==> src/rtl/alu_responder.sv <==
// alu_responder: registered valid/ready ALU endpoint.
// Computes result and NZCV on accept, returns them in order through a small FIFO.
module alu_responder #(
  parameter int DEPTH = 2,
  parameter int CNT_W = 16
) (
  input  logic             clk,
  input  logic             rst_n,
  input  logic             req_valid,
  output logic             req_ready,
  input  logic [31:0]      req_a,
  input  logic [31:0]      req_b,
  input  logic [3:0]       req_op,
  output logic             rsp_valid,
  input  logic             rsp_ready,
  output logic [31:0]      rsp_result,
  output logic [3:0]       rsp_flags,
  output logic             rsp_err,
  output logic [CNT_W-1:0] op_count
);

  localparam int AW = (DEPTH > 1) ? $clog2(DEPTH) : 1;
  localparam int OW = $clog2(DEPTH + 1);
  localparam int EW = 37;

  logic [32:0]   w_sum;
  logic [32:0]   w_dif;
  logic [31:0]   w_res;
  logic          w_c;
  logic          w_v;
  logic          w_err;
  logic [3:0]    w_flags;
  logic          w_push;
  logic          w_pop;
  logic [EW-1:0] w_head;

  logic [EW-1:0]    r_mem [DEPTH];
  logic [AW-1:0]    r_wr;
  logic [AW-1:0]    r_rd;
  logic [OW-1:0]    r_cnt;
  logic [CNT_W-1:0] r_op_cnt;

  always_comb begin
    w_sum = {1'b0, req_a} + {1'b0, req_b};
    w_dif = {1'b0, req_a} + {1'b0, ~req_b} + 33'd1;
    w_res = '0;
    w_c   = 1'b0;
    w_v   = 1'b0;
    w_err = 1'b0;
    case (req_op)
      4'b0000: begin
        w_res = w_sum[31:0];
        w_c   = w_sum[32];
        w_v   = (req_a[31] == req_b[31]) &&
                (w_sum[31] != req_a[31]);
      end
      4'b0001: begin
        w_res = w_dif[31:0];
        w_c   = w_dif[32];
        w_v   = (req_a[31] != req_b[31]) &&
                (w_dif[31] != req_a[31]);
      end
      4'b0010: w_res = req_a & req_b;
      4'b0011: w_res = req_a | req_b;
      4'b0100: w_res = req_a ^ req_b;
      4'b0101: w_res = req_a << req_b[4:0];
      4'b0110: w_res = req_a >> req_b[4:0];
      4'b0111: w_res = $signed(req_a) >>> req_b[4:0];
      4'b1011: w_res = {31'd0, $signed(req_a) < $signed(req_b)};
      4'b1101: w_res = {31'd0, req_a < req_b};
      default: w_err = 1'b1;
    endcase
    // Illegal ops report all-zero flags, so Z is suppressed too.
    w_flags = w_err ? 4'b0000
                    : {w_res[31], w_res == 32'd0, w_c, w_v};
  end

  assign req_ready = (r_cnt < OW'(DEPTH));
  assign rsp_valid = (r_cnt != '0);
  assign w_push    = req_valid & req_ready;
  assign w_pop     = rsp_valid & rsp_ready;
  assign w_head    = r_mem[r_rd];

  assign rsp_result = rsp_valid ? w_head[36:5] : 32'd0;
  assign rsp_flags  = rsp_valid ? w_head[4:1]  : 4'd0;
  assign rsp_err    = rsp_valid ? w_head[0]    : 1'b0;
  assign op_count   = r_op_cnt;

  always_ff @(posedge clk or negedge rst_n) begin
    if (!rst_n) begin
      for (int i = 0; i < DEPTH; i++) r_mem[i] <= '0;
      r_wr     <= '0;
      r_rd     <= '0;
      r_cnt    <= '0;
      r_op_cnt <= '0;
    end else begin
      if (w_push) begin
        r_mem[r_wr] <= {w_res, w_flags, w_err};
        r_wr        <= r_wr + AW'(1);
        r_op_cnt    <= r_op_cnt + CNT_W'(1);
      end
      if (w_pop) r_rd <= r_rd + AW'(1);
      case ({w_push, w_pop})
        2'b10:   r_cnt <= r_cnt + OW'(1);
        2'b01:   r_cnt <= r_cnt - OW'(1);
        default: r_cnt <= r_cnt;
      endcase
    end
  end

endmodule

==> config.mk <==
export PLATFORM = sky130hd
export DESIGN_NAME = alu_responder
export DESIGN_NICKNAME = d
export VERILOG_FILES = /design/src/rtl/alu_responder.sv
export SDC_FILE = /design/constraint.sdc
export NUM_CORES = 1
export LEC_CHECK = 0
export BUFFER_PORTS_ARGS = -buffer_cell sky130_fd_sc_hd__buf_2
export CORE_UTILIZATION = 30
export DETAILED_ROUTE_END_ITERATION = 10
export SLEW_MARGIN = 25
export SYNTH_ARGS = -nofsm -noshare
export SYNTH_HDL_FRONTEND = slang
export SYNTH_SLANG_ARGS = --single-unit
==> constraint.sdc <==
create_clock -name clk -period 4.65 [get_ports clk]
set_input_delay 0.465 -clock clk [delete_from_list [all_inputs] [get_ports clk]]
set_output_delay 0.465 -clock clk [all_outputs]
set_load 0.05 [all_outputs]
==> results of run 1 <==
-- through the flow --
stage | power, mW | utilization | setup WS [ps] | instance area [um^2]
6_report | 5.52 | 0.350 | 220 | 17100
5_1_grt | 5.87 | 0.349 | 93.7 | 17100
4_1_cts | 5.52 | 0.349 | 334 | 17100
3_5_place_dp | 4.80 | 0.344 | -10.8 | 16800
3_3_place_gp | 4.76 | 0.344 | -35.9 | 16800
2_1_floorplan | 3.72 | - | 73.1 | 14800
-- area by class of cell --
type / instances / area share
sequential: 94 / 0.138
timing repair buffer: 281 / 0.109
multi-input combinational: 1562 / 0.667
clock buffer: 11 / 0.0136
antenna: 1 / 0.000147
inverter: 99 / 0.0218
clock inverter: 4 / 0.00286
tap: 664 / 0.0487
-- metal layers --
| layer | track usage | vias to the layer above | share of wire |
|---|---|---|---|
| met4 | 0.121 | 2 | 0.046 |
| met1 | 0.384 | 8228 | 0.42 |
| met2 | 0.445 | 992 | 0.45 |
| met5 | 0 | - | 0.00018 |
| met3 | 0.0327 | 162 | 0.084 |
| li1 | - | 7419 | - |
-- flip-flops by register name, indices dropped and copies added, names as in the netlist --
| name | cells |
|---|---|
| op_count | 16 |
| r_cnt | 2 |
| r_mem | 74 |
| r_rd | 1 |
| r_wr | 1 |
-- cells in the final DEF, fill, tap and decap left out, types with 55 or more instances in the layout --
| master | synthesis | layout |
|---|---|---|
| ha_1 | 102 | 102 |
| nor2_1 | 169 | 168 |
| mux2i_1 | 95 | 95 |
| inv_1 | 95 | 95 |
| nand2_1 | 224 | 223 |
| buf_4 | 6 | 155 |
| dfrtp_1 | 94 | 93 |
| nand3_1 | 61 | 61 |
| mux4_2 | 55 | 55 |
| o21ai_0 | 123 | 123 |
| a21oi_1 | 120 | 120 |
| buf_2 | 27 | 122 |
-- cells in the mapped netlist, types with 7 or more instances --
| master | n |
|---|---|
| mux2i_1 | 95 |
| o21a_1 | 14 |
| mux2_2 | 32 |
| ha_1 | 102 |
| xnor2_1 | 27 |
| and4_1 | 7 |
| dfrtp_1 | 94 |
| a221oi_1 | 21 |
| buf_2 | 27 |
| nand4_1 | 34 |
| a221o_1 | 7 |
| o2111ai_1 | 8 |
| nand2_1 | 224 |
| nand3_1 | 61 |
| nor3_1 | 29 |
| xor2_1 | 7 |
| nand2b_1 | 20 |
| nor4bb_1 | 7 |
| inv_1 | 95 |
| mux4_2 | 55 |
| nor2b_1 | 22 |
| a22oi_1 | 30 |
| clkbuf_1 | 113 |
| o211ai_1 | 34 |
| nor2_1 | 169 |
| o21ai_0 | 123 |
| and2_1 | 9 |
| buf_1 | 22 |
| a211oi_1 | 23 |
| a31oi_1 | 15 |
| a211o_1 | 10 |
| o221ai_1 | 23 |
| a21o_1 | 16 |
| o22ai_1 | 16 |
| or3_1 | 15 |
| o21bai_1 | 13 |
| a32oi_1 | 10 |
| o31ai_1 | 15 |
| and3_1 | 10 |
| a21oi_1 | 120 |
| nor4_1 | 18 |
-- logic make-up (layout without fill, tap and decap cells) --
| kind of cell | after synthesis | count (layout) | share of synthesized area |
|---|---|---|---|
| xor+xnor | 34 | 34 | 0.0201 |
| simple gates | 663 | 663 | 0.215 |
| other cells | 0 | 1 | 0 |
| fa+ha+maj | 104 | 104 | 0.0889 |
| buf+inv | 272 | 395 | 0.0762 |
| flops | 94 | 94 | 0.159 |
| mux | 186 | 186 | 0.176 |
| compound gates | 575 | 575 | 0.265 |
-- power groups by stage --
| stage | Clock [mW] | Sequential (mW) | Combinational, mW |
|---|---|---|---|
| finish | 0.696 | 1.38 | 3.45 |
| global route | 0.747 | 1.43 | 3.70 |
| CTS | 0.719 | 1.38 | 3.43 |
| detailed placement | 0 | 1.39 | 3.41 |
| global placement | 0 | 1.38 | 3.38 |
| floorplan | 0 | 1.36 | 2.36 |
-- worst max-delay path, stage by stage --
cell	delay (ps)
buf_2	110
inv_1	70
ha_1	230
fa_1	460
o21ba_1	230
or4_1	500
a21oi_1	340
o21ai_0	240
a41oi_1	250
a32oi_1	90
nor4_1	600
buf_4	230
nand4_1	70
nor4_1	350
buf_4	170
nand4b_1	120
o21ai_1	150
-- worst paths after layout --
check	from	endpoint	slack, ps	cells after the start
max reg2reg	r_cnt[1]$_DFFE_PN0P_	op_count[14]$_DFFE_PN0P_	2410	6
min in group clk	op_count[15]$_DFFE_PN0P_	op_count[15]$_DFFE_PN0P_	460	1
min	rst_n	r_mem[53]$_DFFE_PN0P_	210	1
max in group asynchronous	rst_n	r_rd$_DFFE_PN0P_	3490	2
min reg2reg	op_count[15]$_DFFE_PN0P_	op_count[15]$_DFFE_PN0P_	460	1
max	req_a[0]	r_mem[3]$_DFFE_PN0P_	220	17
==> impl_metrics.env, run 1 <==
export IMPL_crit_type="input pin to flip-flop"
export IMPL_fin_tns_setup_ps=0
export IMPL_wl_per_cell_um=26.6
export IMPL_leakage_nw=7.44
export IMPL_antenna_left=0
export IMPL_hold_viol_final=0
export IMPL_critPathRequiredTime_ps=4910
export IMPL_chipHeight_um=224
export IMPL_ctsHoldBuffers=0
export IMPL_hold_path_class="input pin to asynchronous set/reset pin"
export IMPL_drc=0
export IMPL_wl_um=72300
export IMPL_ff_latch_area_mm2=0.00235
export IMPL_cts_setup_buffers=0
export IMPL_pin_count=127
export IMPL_core_mm2=0.0488
export IMPL_timing_fmax_mhz=226
export IMPL_critical_path_max_fanout=3
export IMPL_synth_seq_cells=94
export IMPL_yosys_area_top_type="dfrtp_1"
export IMPL_netlist_top_cells_area="dfrtp_1 16%, ha_1 8.6%, mux4_2 8.4%"
export IMPL_finalCriticalPeriod_ps=4430
export IMPL_multi_input_area_mm2=0.0114
export IMPL_clk_latency_ps=330
export IMPL_vias=16800
export IMPL_tightest_slew_ps=1150
export IMPL_powerDensity_mw_per_mm2=323
export IMPL_grt_pass1_wl_um=106000
export IMPL_yosys_most_used_dff="dfrtp_1"
export IMPL_netlist_instances=1928
export IMPL_cts_resized=0
export IMPL_synth_edf_count=0
export IMPL_sw_frac_of_total=0.525
export IMPL_pwr_share_seq=0.249
export IMPL_avgSynthCellArea_um2=7.68
export IMPL_clock_skew_ps=5.44
export IMPL_placed_cells=2700
export IMPL_final_cells=2716
export IMPL_die_area_mm2=0.0502
export IMPL_combinationalPowerShare=0.624
export IMPL_seq_area_frac_synth=0.159
export IMPL_internal_power_mw=2.62
export IMPL_place_congestion=1.01
export IMPL_grtUsageTotal=0.281
export IMPL_ys_warnings_count=0
export IMPL_nFillCells=5267
export IMPL_rsz0062_at_grt="no"
export IMPL_maxSlewViolCount=0
export IMPL_io_buffer_count=126
export IMPL_clkTransAtPathRegs_ps=60
export IMPL_cts_buffers=9
export IMPL_crit_path_start_kind="input pin"
export IMPL_cts_max_level=3
export IMPL_synthesis_nets=2104
export IMPL_fin_crit_sh=0.953
export IMPL_post_synth_instance_area_mm2=0.0148
export IMPL_cts_sinks=94
export IMPL_hpwl_um=57600
export IMPL_initial_utilization=0.303
export IMPL_synthArstFlopShare=1.00
export IMPL_cap_violations=0
export IMPL_end_kind="flip-flop"
export IMPL_antenna_found_initial=2
export IMPL_irDropWorstVdd_mv=0.295
export IMPL_drt_pass1_iter_count=6
export IMPL_max_slew_margin=0.216
export IMPL_cts_root_buf="clkbuf_16"
export IMPL_syn_to_final_growth_pct=15.4
export IMPL_drive_gt1_frac=0.203
export IMPL_crit_arrival_ps=4690
export IMPL_status="finished, final reports clean"
export IMPL_drt_iter0_markers=1976
export IMPL_rows=81
export IMPL_nets=2223
export IMPL_p_clk_frac=0.126
export IMPL_die_w_um=224
export IMPL_vias_per_cell=6.19
export IMPL_grt_pass1_vias=16000
export IMPL_p_switching_mw=2.90
export IMPL_holdWs_ps=206
export IMPL_synth_top_cell_area_share=0.159
export IMPL_ys_types=98
export IMPL_cts_buffer_depth=2
export IMPL_cts_tree="built"
export IMPL_setup_viol=0
export IMPL_grt_overflow_total=0
export IMPL_grt_max_degree=99
Power figures use the tool's default switching activity.
==> run 2, diff against run 1 <==
- CTS_BUF_LIST: default -> sky130_fd_sc_hd__clkbuf_2 sky130_fd_sc_hd__clkbuf_4 sky130_fd_sc_hd__clkbuf_8
==> run 2 against run 1 <==
First-iteration DRC count up 1.1%. Non-clock buffer count is the same. Die area stayed put. Power down 3.3%. Final cell count about the same. Clock skew is 1.8 ps higher. Utilization is 0.20 points lower. Critical endpoint unchanged. Highest routed layer unchanged.
==> impl_metrics.env, run 2 (synthesis results as in run 1) <==
export IMPL_initial_utilization=0.303
export IMPL_multi_input_area_mm2=0.0114
export IMPL_cts_buffer_depth=2
export IMPL_grt_pass1_wl_um=106000
export IMPL_cts_root_buf="clkbuf_8"
export IMPL_die_w_um=224
export IMPL_chipHeight_um=224
export IMPL_rows=81
export IMPL_cts_resized=0
export IMPL_maxSlewViolCount=0
export IMPL_fin_tns_setup_ps=0
export IMPL_io_buffer_count=126
export IMPL_antenna_found_initial=2
export IMPL_vias_per_cell=6.16
export IMPL_reg2reg_to="op_count[14]$_DFFE_PN0P_"
export IMPL_irDropWorstVdd_mv=0.277
export IMPL_rsz0062_at_grt="no"
export IMPL_ff_latch_area_mm2=0.00235
export IMPL_cts_setup_buffers=0
export IMPL_status="finished, final reports clean"
export IMPL_wl_um=72200
export IMPL_clk_latency_ps=350
export IMPL_drt_pass1_iter_count=6
export IMPL_wl_per_cell_um=26.6
export IMPL_holdWs_ps=179
export IMPL_drive_gt1_frac=0.204
export IMPL_crit_path_start_kind="input pin"
export IMPL_fin_crit_sh=0.952
export IMPL_ctsHoldBuffers=0
export IMPL_cap_violations=0
export IMPL_critical_path_max_fanout=3
export IMPL_cts_tree="built"
export IMPL_end_kind="flip-flop"
export IMPL_final_common_cell="nand2_1"
export IMPL_crit_arrival_ps=4710
export IMPL_timing_fmax_mhz=226
export IMPL_drt_iter0_markers=1997
export IMPL_leakage_nw=7.40
export IMPL_final_cell_mix="223 x nand2_1, 168 x nor2_1, 155 x buf_4, 123 x o21ai_0, 122 x buf_2"
export IMPL_grt_max_degree=99
export IMPL_regMostFlops="r_mem"
export IMPL_die_area_mm2=0.0502
export IMPL_finalCriticalPeriod_ps=4420
export IMPL_antenna_left=0
export IMPL_r2r_start="r_cnt[1]$_DFFE_PN0P_"
export IMPL_grtUsageTotal=0.281
export IMPL_antennaDiodeCount=0
export IMPL_crit_type="input pin to flip-flop"
export IMPL_place_congestion=1.01
export IMPL_vias=16700
export IMPL_pin_count=127
export IMPL_clkTransAtPathRegs_ps=90
export IMPL_drc=0
export IMPL_grt_pass1_vias=16000
export IMPL_core_mm2=0.0488
export IMPL_r2r_cells=6
export IMPL_cts_buffers=9
export IMPL_tightest_slew_ps=987
export IMPL_hold_path_class="input pin to asynchronous set/reset pin"
export IMPL_hpwl_um=57600
export IMPL_nFillCells=5275
export IMPL_setup_viol=0
export IMPL_critPathRequiredTime_ps=4930
export IMPL_fin_util=0.348
export IMPL_nets=2223
export IMPL_syn_to_final_growth_pct=14.7
export IMPL_max_slew_margin=0.325
export IMPL_hold_viol_final=0
export IMPL_largest_reg_flops=74
export IMPL_cts_sinks=94
export IMPL_powerDensity_mw_per_mm2=314
export IMPL_r2r_setup_slack_ps=2410
export IMPL_clock_skew_ps=7.19
export IMPL_grt_overflow_total=0
export IMPL_cts_max_level=3
## run 2: changes by cell type in the layout (fill, tap and decap cells not counted)
cell       delta
clkbuf_4      +2
clkbuf_8      +9
clkbuf_16     -9
diode_2       -1
clkbuf_1      -2
## run 2: final cells by class
type                       count  area share
clock inverter                 4     0.00287
multi-input combinational   1562       0.670
clock buffer                  11     0.00818
tap                          664      0.0489
sequential                    94       0.139
timing repair buffer         281       0.109
inverter                      99      0.0219
## run 2: through the flow
stage	cell area, um^2	instances	setup slack, ps	total power, mW
after floorplan	14800	1928	73.1	3.72
after global placement	16800	2700	-35.9	4.76
after detailed placement	16800	2700	-10.8	4.80
after CTS	17000	2715	365	5.34
after global routing	17000	2715	125	5.69
final	17000	2715	225	5.34
## run 2: per-layer routing
layer	vias to the layer above	track usage	routed length (um)
met5	-	0	13
met4	2	0.119	3330
met3	167	0.0317	6290
met2	1007	0.446	32100
met1	8139	0.383	30400
li1	7408	-	-
## run 2: power breakdown
part | internal, mW | total [mW] | switching [mW]
clock | 0.257 | 0.524 | 0.267
combinational | 1.08 | 3.44 | 2.36
sequential | 1.13 | 1.37 | 0.243
total | 2.47 | 5.34 | 2.87
## run 2: critical path, stage by stage
cell and delay (ps):
buf_2 110, inv_1 60, ha_1 230, fa_1 460, o21ba_1 240, or4_1 510
a21oi_1 340, o21ai_0 250, a41oi_1 250, a32oi_1 90, nor4_1 600, buf_4 230
nand4_1 70, nor4_1 340, buf_4 170, nand4b_1 120, o21ai_1 150
## run 2: how the worst max path moves through the flow
stage             start                    to  slack, ps  cells past startpoint
2_1_floorplan  req_b[2]  r_mem[3]$_DFFE_PN0P_         70                     18
3_3_place_gp   req_a[0]  r_mem[3]$_DFFE_PN0P_        -40                     17
3_5_place_dp   req_a[0]  r_mem[3]$_DFFE_PN0P_        -10                     17
4_1_cts        req_a[0]  r_mem[3]$_DFFE_PN0P_        360                     17
5_1_grt        req_a[0]  r_mem[3]$_DFFE_PN0P_        130                     17
6_report       req_a[0]  r_mem[3]$_DFFE_PN0P_        230                     17
==> run 3, diff against run 2 <==
==> constraint.sdc (replaced) <==
create_clock -name clk -period 4.65 [get_ports clk]
set_input_delay 0.465 -clock clk [delete_from_list [all_inputs] [get_ports clk]]
set_output_delay 0.465 -clock clk [all_outputs]
set_load 0.01 [all_outputs]
==> run 3 against run 2 <==
Power shrank 12%. Clock power grew 8.4%. Fmax shrank 1.4%. Clock skew grew 5.1 ps. Wire length is essentially flat. Global-route usage grew 0.10 points.
==> impl_metrics.env, run 3 (synthesis results as in run 1) <==
export IMPL_leakage_nw=7.41
export IMPL_crit_type="input pin to flip-flop"
export IMPL_crit_arrival_ps=4800
export IMPL_antenna_found_initial=2
export IMPL_final_common_cell="nand2_1"
export IMPL_fin_tns_setup_ps=0
export IMPL_rows=81
export IMPL_grt_pass1_wl_um=106000
export IMPL_grtUsageTotal=0.282
export IMPL_clk_latency_ps=380
export IMPL_setup_viol=0
export IMPL_r2r_start="r_cnt[1]$_DFFE_PN0P_"
export IMPL_nets=2223
export IMPL_fin_crit_sh=0.965
export IMPL_wl_per_cell_um=26.6
export IMPL_grt_pass1_vias=16000
export IMPL_vias_per_cell=6.16
export IMPL_io_buffer_count=126
export IMPL_vias=16700
export IMPL_die_area_mm2=0.0502
export IMPL_cts_buffer_depth=2
export IMPL_chipHeight_um=224
export IMPL_rsz0062_at_grt="no"
export IMPL_cts_root_buf="clkbuf_8"
export IMPL_drt_iter0_markers=2237
export IMPL_finalCriticalPeriod_ps=4490
export IMPL_syn_to_final_growth_pct=14.9
export IMPL_clock_skew_ps=12.3
export IMPL_r2r_cells=6
export IMPL_cp_slowest_stage_delay_ps=640
export IMPL_irDropWorstVdd_mv=0.216
export IMPL_critPathRequiredTime_ps=4960
export IMPL_hpwl_um=57600
export IMPL_critical_path_max_fanout=3
export IMPL_place_congestion=1.02
export IMPL_pin_count=127
export IMPL_timing_fmax_mhz=223
export IMPL_layout_setup_ws_ps=163
export IMPL_cts_max_level=3
export IMPL_cap_violations=0
export IMPL_drt_pass1_iter_count=6
export IMPL_r2r_setup_slack_ps=2440
export IMPL_largest_reg_flops=74
export IMPL_hold_viol_final=0
export IMPL_hold_path_class="input pin to asynchronous set/reset pin"
export IMPL_cts_setup_buffers=0
export IMPL_clkTransAtPathRegs_ps=100
export IMPL_cts_buffers=9
export IMPL_crit_path_start_kind="input pin"
export IMPL_holdWs_ps=167
export IMPL_cts_tree="built"
export IMPL_cts_sinks=94
export IMPL_max_slew_margin=0.345
export IMPL_antenna_left=0
export IMPL_total_power_mw=4.70
export IMPL_wl_um=72200
export IMPL_initial_utilization=0.303
export IMPL_grt_overflow_total=0
export IMPL_final_cell_mix="223 x nand2_1, 168 x nor2_1, 155 x buf_4, 123 x o21ai_0, 122 x buf_2"
export IMPL_grt_max_degree=99
export IMPL_maxSlewViolCount=0
export IMPL_place_ws_ps=-118
export IMPL_status="finished, final reports clean"
export IMPL_die_w_um=224
export IMPL_nFillCells=5347
export IMPL_cp_cell_sequence="buf_2 -> inv_1 -> ha_1 -> fa_1 -> o21ba_1 -> or4_1 -> a21oi_1 -> o21ai_0 -> a41oi_1 -> a32oi_1 -> nor4_1 -> buf_4 -> nand4_1 -> nor4_1 -> buf_4 -> nand4b_1 -> o21ai_1"
export IMPL_crit_slowest_cell="nor4_1"
export IMPL_drive_gt1_frac=0.204
export IMPL_tightest_slew_ps=958
export IMPL_end_kind="flip-flop"
export IMPL_ctsHoldBuffers=0
export IMPL_drc=0
export IMPL_antennaDiodeCount=0
export IMPL_cts_resized=0
export IMPL_powerDensity_mw_per_mm2=277
export IMPL_regMostFlops="r_mem"
export IMPL_reg2reg_to="op_count[13]$_DFFE_PN0P_"
export IMPL_core_mm2=0.0488
## run 3: cell type report
| type | instances | area [um^2] | share of cell area |
|---|---|---|---|
| Multi-Input combinational cell | 1562 | 11400 | 0.669 |
| Sequential cell | 94 | 2350 | 0.138 |
| Timing Repair Buffer | 281 | 1850 | 0.109 |
| Tap cell | 664 | 831 | 0.0489 |
| Inverter | 99 | 372 | 0.0219 |
| Clock buffer | 9 | 124 | 0.00729 |
| Clock inverter | 7 | 85.1 | 0.00500 |
## run 3: report_power, final
| part | internal [mW] | switching [mW] | total, mW |
|---|---|---|---|
| Combinational | 1.07 | 1.68 | 2.76 |
| Clock | 0.261 | 0.307 | 0.568 |
| Sequential | 1.13 | 0.248 | 1.38 |
| Total | 2.47 | 2.24 | 4.70 |
## run 3: worst max path at each step
stage                   from                   end  slack [ps]  depth (start not counted)
global placement    req_a[0]  r_mem[3]$_DFFE_PN0P_         -60                         17
global route        req_a[0]  r_mem[3]$_DFFE_PN0P_         0.6                         17
detailed placement  req_a[0]  r_mem[3]$_DFFE_PN0P_        -120                         17
floorplan           req_b[2]  r_mem[3]$_DFFE_PN0P_          70                         18
finish              req_a[0]  r_mem[3]$_DFFE_PN0P_         160                         17
CTS                 req_a[0]  r_mem[3]$_DFFE_PN0P_         270                         17
## run 3: critical path, delay by kind of cell
kind	cells	cell delay, ps
AO/OA/AOI/OAI	6	1360
adder cells (fa/ha/maj)	2	670
AND/OR/NAND/NOR	5	1700
buffers and inverters	4	590
## run 3: metal layers
layer  GRT usage  wire length [um]  up-vias
met4       0.118              3410        2
met2       0.448             32200      954
met1       0.389             30900     8215
met3      0.0257              5680      168
li1            -                 -     7402
met5           0                12        -
## run 3: stage by stage
step                      area [um^2]   util  cells
after floorplan                 14800      -   1928
after global placement          16800  0.344   2700
after detailed placement        16800  0.344   2700
after CTS                       17000  0.348   2716
after global routing            17000  0.348   2716
final                           17000  0.348   2716
